### src/rtl/uart_tx_core.sv
// UART transmitter: start bit, DATA_WIDTH data bits LSB first, optional parity, stop bit.
// Each bit lasts Prescale clocks; TX_OUT and Busy are driven directly from flops.
module uart_tx_core #(
    parameter int DATA_WIDTH = 8
) (
    input  logic                  CLK,
    input  logic                  RST,
    input  logic [DATA_WIDTH-1:0] P_DATA,
    input  logic                  Data_Valid,
    input  logic                  PAR_EN,
    input  logic                  PAR_TYP,
    input  logic [5:0]            Prescale,
    output logic                  TX_OUT,
    output logic                  Busy
);

    localparam int BIT_W = (DATA_WIDTH > 1) ? $clog2(DATA_WIDTH) : 1;

    typedef enum logic [2:0] {
        IDLE   = 3'd0,
        START  = 3'd1,
        DATA   = 3'd2,
        PARITY = 3'd3,
        STOP   = 3'd4
    } state_t;

    state_t                state_reg, state_next;
    logic                  tx_reg, tx_next;
    logic                  busy_reg, busy_next;
    logic [5:0]            period_cnt_reg, period_cnt_next;
    logic [BIT_W-1:0]      bit_cnt_reg, bit_cnt_next;
    logic [DATA_WIDTH-1:0] data_reg;
    logic                  par_en_reg;
    logic                  par_typ_reg;
    logic [5:0]            prescale_reg;

    logic                  accept;
    logic                  period_last;
    logic                  parity_bit;
    logic [BIT_W-1:0]      bit_inc;

    assign accept      = (state_reg == IDLE) && Data_Valid;
    assign period_last = (period_cnt_reg == prescale_reg - 6'd1);
    // Odd parity is the complement of even parity.
    assign parity_bit  = (^data_reg) ^ par_typ_reg;
    assign bit_inc     = bit_cnt_reg + BIT_W'(1);

    always_comb begin
        state_next      = state_reg;
        tx_next         = tx_reg;
        busy_next       = busy_reg;
        bit_cnt_next    = bit_cnt_reg;
        period_cnt_next = period_last ? 6'd0 : period_cnt_reg + 6'd1;

        case (state_reg)
            IDLE: begin
                tx_next         = 1'b1;
                busy_next       = 1'b0;
                period_cnt_next = 6'd0;
                bit_cnt_next    = '0;
                if (Data_Valid) begin
                    state_next = START;
                    tx_next    = 1'b0;
                    busy_next  = 1'b1;
                end
            end
            START: begin
                if (period_last) begin
                    state_next   = DATA;
                    bit_cnt_next = '0;
                    tx_next      = data_reg[0];
                end
            end
            DATA: begin
                if (period_last) begin
                    if (bit_cnt_reg == BIT_W'(DATA_WIDTH - 1)) begin
                        if (par_en_reg) begin
                            state_next = PARITY;
                            tx_next    = parity_bit;
                        end else begin
                            state_next = STOP;
                            tx_next    = 1'b1;
                        end
                    end else begin
                        bit_cnt_next = bit_inc;
                        tx_next      = data_reg[bit_inc];
                    end
                end
            end
            PARITY: begin
                if (period_last) begin
                    state_next = STOP;
                    tx_next    = 1'b1;
                end
            end
            STOP: begin
                if (period_last) begin
                    state_next = IDLE;
                    tx_next    = 1'b1;
                    busy_next  = 1'b0;
                end
            end
            default: begin
                state_next      = IDLE;
                tx_next         = 1'b1;
                busy_next       = 1'b0;
                period_cnt_next = 6'd0;
                bit_cnt_next    = '0;
            end
        endcase
    end

    always_ff @(posedge CLK) begin
        if (!RST) begin
            state_reg      <= IDLE;
            tx_reg         <= 1'b1;
            busy_reg       <= 1'b0;
            period_cnt_reg <= 6'd0;
            bit_cnt_reg    <= '0;
            data_reg       <= '0;
            par_en_reg     <= 1'b0;
            par_typ_reg    <= 1'b0;
            prescale_reg   <= 6'd0;
        end else begin
            state_reg      <= state_next;
            tx_reg         <= tx_next;
            busy_reg       <= busy_next;
            period_cnt_reg <= period_cnt_next;
            bit_cnt_reg    <= bit_cnt_next;
            // Frame settings are frozen at acceptance so mid-frame input changes are harmless.
            if (accept) begin
                data_reg     <= P_DATA;
                par_en_reg   <= PAR_EN;
                par_typ_reg  <= PAR_TYP;
                prescale_reg <= (Prescale == 6'd0) ? 6'd1 : Prescale;
            end
        end
    end

    assign TX_OUT = tx_reg;
    assign Busy   = busy_reg;

endmodule

### config.mk
export PLATFORM = sky130hd
export DESIGN_NAME = uart_tx_core
export DESIGN_NICKNAME = d
export VERILOG_FILES = /design/src/rtl/uart_tx_core.sv
export SDC_FILE = /design/constraint.sdc
export NUM_CORES = 1
export LEC_CHECK = 0
export CORE_MARGIN = 3
export CORE_UTILIZATION = 45
export CTS_BUF_LIST = sky130_fd_sc_hd__clkbuf_8 sky130_fd_sc_hd__clkbuf_16
export DETAILED_ROUTE_END_ITERATION = 16
export GPL_TIMING_DRIVEN = 0
export PLACE_DENSITY = 0.67
export REMOVE_ABC_BUFFERS = 1
export SETUP_SLACK_MARGIN = 0.3
export SLEW_MARGIN = 20
export SYNTH_ARGS = -nofsm -noshare
export SYNTH_HDL_FRONTEND = slang
export SYNTH_SLANG_ARGS = --single-unit
### constraint.sdc
create_clock -name CLK -period 2.6 [get_ports CLK]
set_input_delay 0.52 -clock CLK [delete_from_list [all_inputs] [get_ports CLK]]
set_output_delay 0.52 -clock CLK [all_outputs]
set_load 0.005 [all_outputs]
# ---- Word level (Yosys, flattened, before mapping)
# Cells that the tools add are included.
dict set report totals {
  regBits 30
  input_bits 19
  output_inout_bits 2
  word_cells 68
}
dict set report classes {
  n_addsub 3
  n_lt_le_gt_ge 1
  n_eq_ne 14
  mux 24
  bitwise 5
  n_reduce_logical 12
}
# cell n
set op_table {}
lappend op_table {{2-to-1 mux 3 bit} 9}
lappend op_table {{one-hot mux 3 bit (5 select lines)} 1}
lappend op_table {{inequality test 2 bit, second input constant} 7}
lappend op_table {{2-to-1 mux 1 bit} 9}
lappend op_table {{one-hot mux 3 bit (3 select lines)} 1}
lappend op_table {{parity 8 bit} 1}
lappend op_table {{adder 6 x 1 -> 6 bit, second input constant} 1}
lappend op_table {{equality test 3 x 2 -> 1 bit, second input constant} 2}
lappend op_table {{equality test 3 bit, second input constant} 2}
lappend op_table {{equality test 6 bit} 1}
lappend op_table {{logical NOT 6 bit} 1}
lappend op_table {{2-to-1 mux 6 bit} 1}
lappend op_table {{AND reduction 6 bit} 1}
lappend op_table {{OR reduction 3 bit} 2}
lappend op_table {{subtractor 6 x 1 -> 6 bit, second input constant} 1}
lappend op_table {{less-than comparator 3 x 4 -> 1 bit, second input constant} 1}
lappend op_table {{inverter 1 bit} 4}
lappend op_table {{one-hot mux 1 bit (4 select lines)} 1}
lappend op_table {{AND reduction 4 bit} 1}
lappend op_table {{OR reduction 4 bit} 1}
lappend op_table {{adder 3 x 1 -> 3 bit, second input constant} 1}
lappend op_table {{binary-select mux 1 bit (select 3 bit)} 1}
lappend op_table {{equality test 3 x 1 -> 1 bit, second input constant} 1}
lappend op_table {{logical NOT 3 bit} 1}
lappend op_table {{7 further kinds} 7}

# ---- Depth between registers and ports, before layout
dict set report depth {
  word_depth 6
  ltp_mapped 8
}

# ---- Worst setup path after synthesis
# No wires, ideal clock.
dict set report synth_path {
  path_kind {reg2reg}
  from {register prescale_reg[0]}
  to {register tx_reg (netlist: TX_OUT)}
  setup_ns 0.122
  arrival_ns 1.953
  t_required_ns 2.478
  slack_ns 0.525
  path_stages_with_launch 9
  synth_period_minus_slack_ns 2.075
  cell_sequence {dfxtp_1 inv_1 ha_1 or3b_1 a211oi_2 nand3_2 buf_6 o31a_1 o32a_1}
}
dict set report synth_via {
  elab_chain_len 4
  elab_cells_between_ends 6
}
# element line_no
set synth_lines {}
lappend synth_lines {{start, declared} 35} ;# logic [5:0] prescale_reg;
lappend synth_lines {{start signal, assigned} 135} ;# prescale_reg <= (Prescale == 6'd0) ? 6'd1 : Prescale;
lappend synth_lines {{subtractor 6 x 1 -> 6 bit *} 43} ;# assign period_last = (period_cnt_reg == prescale_reg - 6'd1);
lappend synth_lines {{equality test 6 bit *} 43}
lappend synth_lines {{inequality test 2 x 1 -> 1 bit (no line) / inequality test 2 bit (equally long branches)} --}
lappend synth_lines {{AND reduction 3 bit (no line) *} --}
lappend synth_lines {{end signal, assigned} 126} ;# tx_reg <= tx_next;
lappend synth_lines {{end, declared} 28} ;# logic tx_reg, tx_next;
# Mark *: on every way between the ends. The rest lies on a longest branch, timed or not.
# A chain may end at the register's enable or synchronous reset.

# ---- Worst setup path after layout
dict set report layout_path {
  from {register prescale_reg[1]}
  to {register state_reg[2]}
}
dict set report layout_via {
  elab_chain_len 4
  elab_cells_between_ends 7
}
# element line_no
set layout_lines {}
lappend layout_lines {{subtractor 6 x 1 -> 6 bit *} 43}
lappend layout_lines {{equality test 6 bit *} 43}
lappend layout_lines {{inequality test 2 bit (no line)} --}
lappend layout_lines {{AND reduction 6 bit (no line) *} --}
lappend layout_lines {{end signal, assigned} 125} ;# state_reg <= state_next;
lappend layout_lines {{end, declared} 27} ;# state_t state_reg, state_next;
# Marks and branches as above.

==> metrics.md <==
| Metric | Value |
|---|---|
| Number of placed instances with taps included | 243 |
| Die Height | 65.6 um |
| DRT iter0 DRCs | 55 |
| Port Buffers | 20 |
| Initial standard-cell utilization of the core | 47.2% |
| Endpoint arrival time on the critical path | 2.45 ns |
| Post-route met1 wirelength | 1.41 mm |
| Clk slew on worst S/H paths | 0.06 ns |
| Count of standard-cell rows | 21 |
| Clock latency reported for the late side of the worst-skew pair | 0.28 ns |
| Antenna diode count | 0 |
| Area share of the largest cell type after synthesis | 37.5% |
| Total gr overflow | 0 |
| Placeable core region | 3390 um2 |
| GPL Wtd Cong | 0.853 |
| Data required time at the worst endpoint | 2.81 ns |
| Crit end category | flip-flop |
| Run status | complete, no violations |
| Number of fill cells in the layout | 306 |
| Instance area at placement | 1850 um2 |
| Amount of wire on met3 after detailed routing | 195 um |
| Avg Cell Area, Syn | 8.70 um2 |
| Detailed route wirelength on metal2 | 1.76 mm |
| Initial antenna violation count | 0 |
| Count of pins over their slew limit | 0 |
| Worst clock skew on the final layout | 0.00269 ns |
| Synthesis-to-layout area growth | 27.1% |
| Via count of the routed design | 1,363 |
| Cell type with the highest aggregate area in the netlist | sky130_fd_sc_hd__dfxtp_1 |
| Wire length of the first global-routing pass | 5.57 mm |
| Top metal layer carrying routed signals | met4 |
| Flip-flop count of the largest register, all copies and words added | 8 |
| Worst-case register-to-register setup slack | 0.36 ns |
| Clock period minus final worst setup slack | 2.24 ns |
| Worst hold path depth | 2 |
| FF-to-FF path depth | 7 |
| Final-stage net count | 232 |
| Reg2Reg Launch Point | prescale_reg[1] |
| I/O pins | 21 |
| VDD IR-drop max | 0.000304 V |
| Leakage power total | 0.000754 uW |
| Aggregate global-route resource usage | 17.4% |
| Share of the clock period used by the worst path after layout | 86.1% |
| Sum of negative setup slack | 0 ns |
| Setup repair after global routing missed its margin | yes |
| Maximum number of pins on one net before global-route repair | 24 |
| Via count of the first global-routing pass | 1,346 |
| Headroom to the max-slew limit | 55.3% |
| Count of nets left with antenna violations after detail routing | 0 |
| Transition time at the pin with the least slew margin | 0.669 ns |
| Type of the most critical hold path | reg -> reg |
| Max clock buf depth | 2 |
| Final routed wirelength across all metal layers | 3.42 mm |
| Number of synthesized register bits | 30 |
| Die Footprint | 4310 um2 |
| Layout cell share with drive strength beyond 1 | 11.9% |
| Worst Setup Path Type | reg -> reg |
| Finished Layout Cells | 256 |
| Maximum net fanout on the critical path | 6 |
| Yosys warning count | 0 |
| Setup violation total in the final timing report | 0 |
| Hold Vio Cnt, Final | 0 |
| First-pass DRT Iterations | 4 |
| Worst Hold Endpoint | par_typ_reg |
| DRC violations left | 0 |
| Capture point of the worst reg-to-reg path | state_reg[2] |
| Number of sinks handled by clock tree synthesis | 30 |
| HPWL after detailed placement | 2.46 mm |
| Routed wirelength normalized by instance count | 13.4 um |
| TritonCTS clock tree | done |
| Part of the Yosys area used for sequential elements | 37.5% |
| Maximum clock frequency | 447 MHz |
| Synthesized instance count | 184 |
| Top cells by area in the synthesized netlist | sky130_fd_sc_hd__dfxtp_1 38%, sky130_fd_sc_hd__nand2_1 8.2%, sky130_fd_sc_hd__a21boi_0 8.0% |
| Hold_sp | par_typ_reg |
| Startpoint class of the critical path | flip-flop |
| Post-route cell area | 2030 um2 |
| Average via count per standard cell | 5.32 |
| Mapped cell area | 1600 um2 |
| H-tree depth | 2 |
| Total clock buffers created by CTS | 5 |
| Total power per unit cell area | 556 nW/um2 |
| Total of hold buffers inserted after clock tree synthesis | 0 |
| Max-cap violations | 0 |
| Cell at the root of the clock tree | sky130_fd_sc_hd__clkbuf_8 |
| Floorplan die width | 65.6 um |
| Yosys cell types | 42 |
per-stage QoR:
step / power [uW] / hold WS (ns) / util [%] / setup WS [ns]
after CTS: 1120 / 0.491 / 57.8 / 0.314
after detailed placement: 679 / 0.481 / 54.5 / 0.334
final: 1130 / 0.485 / 60.0 / 0.363
after floorplan: 608 / 0.437 / - / 0.378
after global routing: 1190 / 0.525 / 60.0 / 0.246
after global placement: 665 / 0.462 / 53.7 / -0.0960
worst max-delay path, cell delays in order, from the launching register on:
cell	delay, ns
sky130_fd_sc_hd__dfxtp_1	0.33
sky130_fd_sc_hd__inv_1	0.07
sky130_fd_sc_hd__ha_2	0.18
sky130_fd_sc_hd__or3b_4	0.39
sky130_fd_sc_hd__a211oi_4	0.33
sky130_fd_sc_hd__nand3_4	0.15
sky130_fd_sc_hd__or4_1	0.55
sky130_fd_sc_hd__a21boi_0	0.17
cell families (layout without fill, tap and decap cells):
group	after synthesis	count (layout)	share of synthesized area, %
simple gates	69	70	20.2
xor+xnor	18	18	10.7
fa+ha+maj	4	4	3.13
flops	30	30	37.5
buf+inv	14	39	3.75
compound gates	46	46	21.2
mux	3	3	3.52
Yosys cell counts:
cell and count:
sky130_fd_sc_hd__o21bai_1 1, sky130_fd_sc_hd__a21boi_0 17, sky130_fd_sc_hd__nor4b_2 1, sky130_fd_sc_hd__o32ai_1 1, sky130_fd_sc_hd__or3b_1 1, sky130_fd_sc_hd__o31ai_1 2, sky130_fd_sc_hd__o31a_1 1, sky130_fd_sc_hd__o32a_1 1
sky130_fd_sc_hd__o21a_1 2, sky130_fd_sc_hd__dfxtp_1 30, sky130_fd_sc_hd__nor3_1 2, sky130_fd_sc_hd__nand2b_1 1, sky130_fd_sc_hd__xnor3_1 1, sky130_fd_sc_hd__buf_6 1, sky130_fd_sc_hd__a21boi_1 1, sky130_fd_sc_hd__or3_1 1
sky130_fd_sc_hd__nand3_2 1, sky130_fd_sc_hd__nand3b_1 1, sky130_fd_sc_hd__o211a_1 1, sky130_fd_sc_hd__a31oi_1 1, sky130_fd_sc_hd__clkbuf_1 7, sky130_fd_sc_hd__inv_1 6, sky130_fd_sc_hd__xor2_1 7, sky130_fd_sc_hd__nor4_1 1
sky130_fd_sc_hd__a211oi_2 1, sky130_fd_sc_hd__and2_1 1, sky130_fd_sc_hd__nor2_1 14, sky130_fd_sc_hd__a21oi_1 6, sky130_fd_sc_hd__nand3_1 3, sky130_fd_sc_hd__o311a_1 2, sky130_fd_sc_hd__ha_1 4, sky130_fd_sc_hd__o311ai_0 2
sky130_fd_sc_hd__xnor2_1 10, sky130_fd_sc_hd__mux2_2 1, sky130_fd_sc_hd__mux4_2 2, sky130_fd_sc_hd__or2_1 1, sky130_fd_sc_hd__or4_1 3, sky130_fd_sc_hd__and3_1 2, sky130_fd_sc_hd__o21ai_0 6, sky130_fd_sc_hd__o211ai_2 1
sky130_fd_sc_hd__nor2b_1 1, sky130_fd_sc_hd__nand2_1 35
cells in the final DEF (no fill, tap or decap), types with 2 or more instances in the layout:
master | synthesis | final
sky130_fd_sc_hd__a21oi_1 | 6 | 6
sky130_fd_sc_hd__o311ai_0 | 2 | 2
sky130_fd_sc_hd__nor2_1 | 14 | 14
sky130_fd_sc_hd__nand2_1 | 35 | 35
sky130_fd_sc_hd__o311a_1 | 2 | 2
sky130_fd_sc_hd__mux4_2 | 2 | 2
sky130_fd_sc_hd__and3_1 | 2 | 2
sky130_fd_sc_hd__clkbuf_8 | 0 | 8
sky130_fd_sc_hd__or4_1 | 3 | 3
sky130_fd_sc_hd__a21boi_0 | 17 | 17
sky130_fd_sc_hd__clkdlybuf4s50_1 | 0 | 20
sky130_fd_sc_hd__o21ai_0 | 6 | 5
sky130_fd_sc_hd__buf_6 | 1 | 2
sky130_fd_sc_hd__ha_1 | 4 | 3
sky130_fd_sc_hd__dfxtp_1 | 30 | 29
sky130_fd_sc_hd__inv_1 | 6 | 6
sky130_fd_sc_hd__xor2_1 | 7 | 7
sky130_fd_sc_hd__xnor2_1 | 10 | 10
sky130_fd_sc_hd__nand3_1 | 3 | 3
sky130_fd_sc_hd__o21a_1 | 2 | 2
sky130_fd_sc_hd__nor3_1 | 2 | 2
sky130_fd_sc_hd__o31ai_1 | 2 | 2
sky130_fd_sc_hd__buf_4 | 0 | 3
worst max-delay path by stage:
stage	start	to	slack, ns	cells after the start
after global placement	Data_Valid	prescale_reg[0]	-0.1	4
after detailed placement	prescale_reg[0]	state_reg[2]	0.33	7
after global routing	prescale_reg[0]	state_reg[2]	0.25	7
final	prescale_reg[1]	state_reg[2]	0.36	7
after CTS	prescale_reg[0]	state_reg[2]	0.31	7
after floorplan	prescale_reg[0]	TX_OUT	0.38	7
layout make-up:
| type | count | area, um2 | area share [%] |
|---|---|---|---|
| Clock buffer | 8 | 110 | 5.41 |
| Sequential cell | 30 | 602 | 29.6 |
| Multi-Input combinational cell | 141 | 997 | 49.0 |
| Tap cell | 46 | 57.6 | 2.83 |
| Timing Repair Buffer | 25 | 245 | 12.1 |
| Inverter | 6 | 22.5 | 1.11 |
per-layer routing:
metal / vias to the layer above / track usage [%]
met5: - / 0
met4: 0 / 8.55
met3: 8 / 6.15
met2: 29 / 31.7
met1: 630 / 17.1
li1: 696 / -
report_power, final:
group / total [uW] / leakage (uW) / switching [uW] / internal (uW)
sequential: 502 / 0.000245 / 21.5 / 480
combinational: 191 / 0.000451 / 90.0 / 101
clock: 438 / 0.0000575 / 171 / 267
total: 1130 / 0.000754 / 282 / 848
repair_timing:
action                                  CTS  global route
setup buffers                             0             4
endpoints found under the setup margin    0             8
gates resized for setup                   0             8
No activity file was read; power rests on OpenSTA's default activity.
==> patch, RTL diff (same flow settings) <==
Register the output `TX_OUT` once more, cleared by the reset; this adds one clock of latency there. The other outputs are not delayed to match.
--- a/src/rtl/uart_tx_core.sv
+++ b/src/rtl/uart_tx_core.sv
@@ -139,3 +139,9 @@
 
-    assign TX_OUT = tx_reg;
+    always_ff @(posedge CLK) begin
+        if (!RST) begin
+            TX_OUT <= '0;
+        end else begin
+            TX_OUT <= tx_reg;
+        end
+    end
     assign Busy   = busy_reg;
Behaviour: not the same (a bounded check fails within 4 cycles, from zero or initial values and one cycle with RST low).
==> patch against the original RTL <==
- critical path type unchanged
- synthesized area up 7.1%
- die area up 6.5%
- worst setup slack better by 120 ps
- wire length up 3.7%
- count of clock-buffer cells in the layout down 3
- largest power group unchanged
- sequential cell count up 1
- total power down 4.1%
- critical path depth unchanged
- critical endpoint unchanged
- cell area up 0.43%
- via count up 8.4%
==> patch: results (changes against the original RTL) <==
Worst setup path
  – Crit path max-delay cell type: or4b_1
  – Worst R2R Start: prescale_reg[0]
  – R2R Setup Slk: 480 ps (+120 ps)
  – Crit path max fanout: 10 (+4)

Placement
  – Placed cell area: 0.00195 mm² (+5.8%)
  – DP HPWL: 2650 µm (+7.7%)

Power and ir drop
  – Leakage: 0.744 nW (-1.4%)

GRT
  – Vias in the first global route: 1413 (+5.0%)
  – Pin count of the biggest net entering global routing: 27 (+13%)
  – Global-route wire length before repair: 6150 µm (+10%)
  – GRT Total Usage: 0.180 (+0.00610)

Hold path
  – Worst hold stages: 1 (-1)
  – HP Start: tx_reg
  – Hold path endpoint: TX_OUT

STA
  – Clock Skew: 10.0 ps (+7.31 ps)
  – Worst Tran Pin Value: 811 ps (+142 ps)

Synth
  – Seq/Total Area, Yosys: 0.362 (-0.0132)
  – Post-Synth XOR/XNOR Area: 0.109 (+0.00164)
  – Compound-cell area share of the yosys netlist: 0.179 (-0.0331)
  – Top cells by count, synth: nand2_1, dfxtp_1, a21oi_1

Route
  – Routed len/inst: 13.3 µm (-0.19%)
  – DR iter-0 viols: 92 (+67%)

Cells and area
  – Share of layout cells above drive strength 1: 0.0909 (-0.0281)
  – Fin nets: 242 (+4.3%)
  – FILL cells: 327 (+6.9%)

Status
  – Outcome: finished clean
## patch: cell types whose count changed after synthesis, sizes merged, moves of 3 or more
cell    delta
a21boi    -16
a21oi     +14
a31oi      +3
nor2       -3
nor2b      +3
nor3       +6
or4        -3
xor2       -4
## patch: layout make-up
type	instances	area, µm²	share of cell area
clock buffer	5	68.8	0.0337
clock inverter	3	20.0	0.00980
inverter	7	26.3	0.0129
multi-input combinational	154	1050	0.514
sequential	31	621	0.304
tap	46	57.6	0.0282
timing repair buffer	20	200	0.0980
## patch: repair_timing
item / in CTS / in global routing
hold buffers: 0 / 0
gates resized for setup: 0 / 2
setup endpoints to repair: 0 / 2
## patch: cell families (layout without fill, tap and decap cells)
family,count (synthesis),in the layout
adder cells (fa/ha/maj),4,4
multiplexers,4,4
flip-flops,31,31
XOR/XNOR,16,16
buffers and inverters,14,35
AND/OR/NAND/NOR,82,82
AO/OA/AOI/OAI,48,48
## patch: per-layer routing
layer / up-vias / routed length (µm) / GRT usage / share of wire
met4: 0 / 51 / 0.0835 / 0.014
met3: 6 / 138 / 0.0516 / 0.039
li1: 739 / - / - / -
met1: 703 / 1630 / 0.216 / 0.46
met5: - / 0 / 0 / 0
met2: 29 / 1730 / 0.294 / 0.49
## patch: per-stage QoR
step	power (mW)	util	setup slack (ps)	hold slack, ps	std cells
2_1_floorplan	0.659	-	599	431	192
3_3_place_gp	0.718	0.557	41.0	442	258
3_5_place_dp	0.727	0.559	369	449	258
4_1_cts	1.10	0.585	354	466	266
5_1_grt	1.15	0.585	319	497	266
6_report	1.08	0.585	478	461	266
## patch: power by group
part           leakage (nW)  total (mW)  internal [mW]  switching (mW)
clock                0.0402       0.369          0.186           0.183
combinational         0.450       0.196          0.101          0.0955
sequential            0.254       0.520          0.497          0.0228
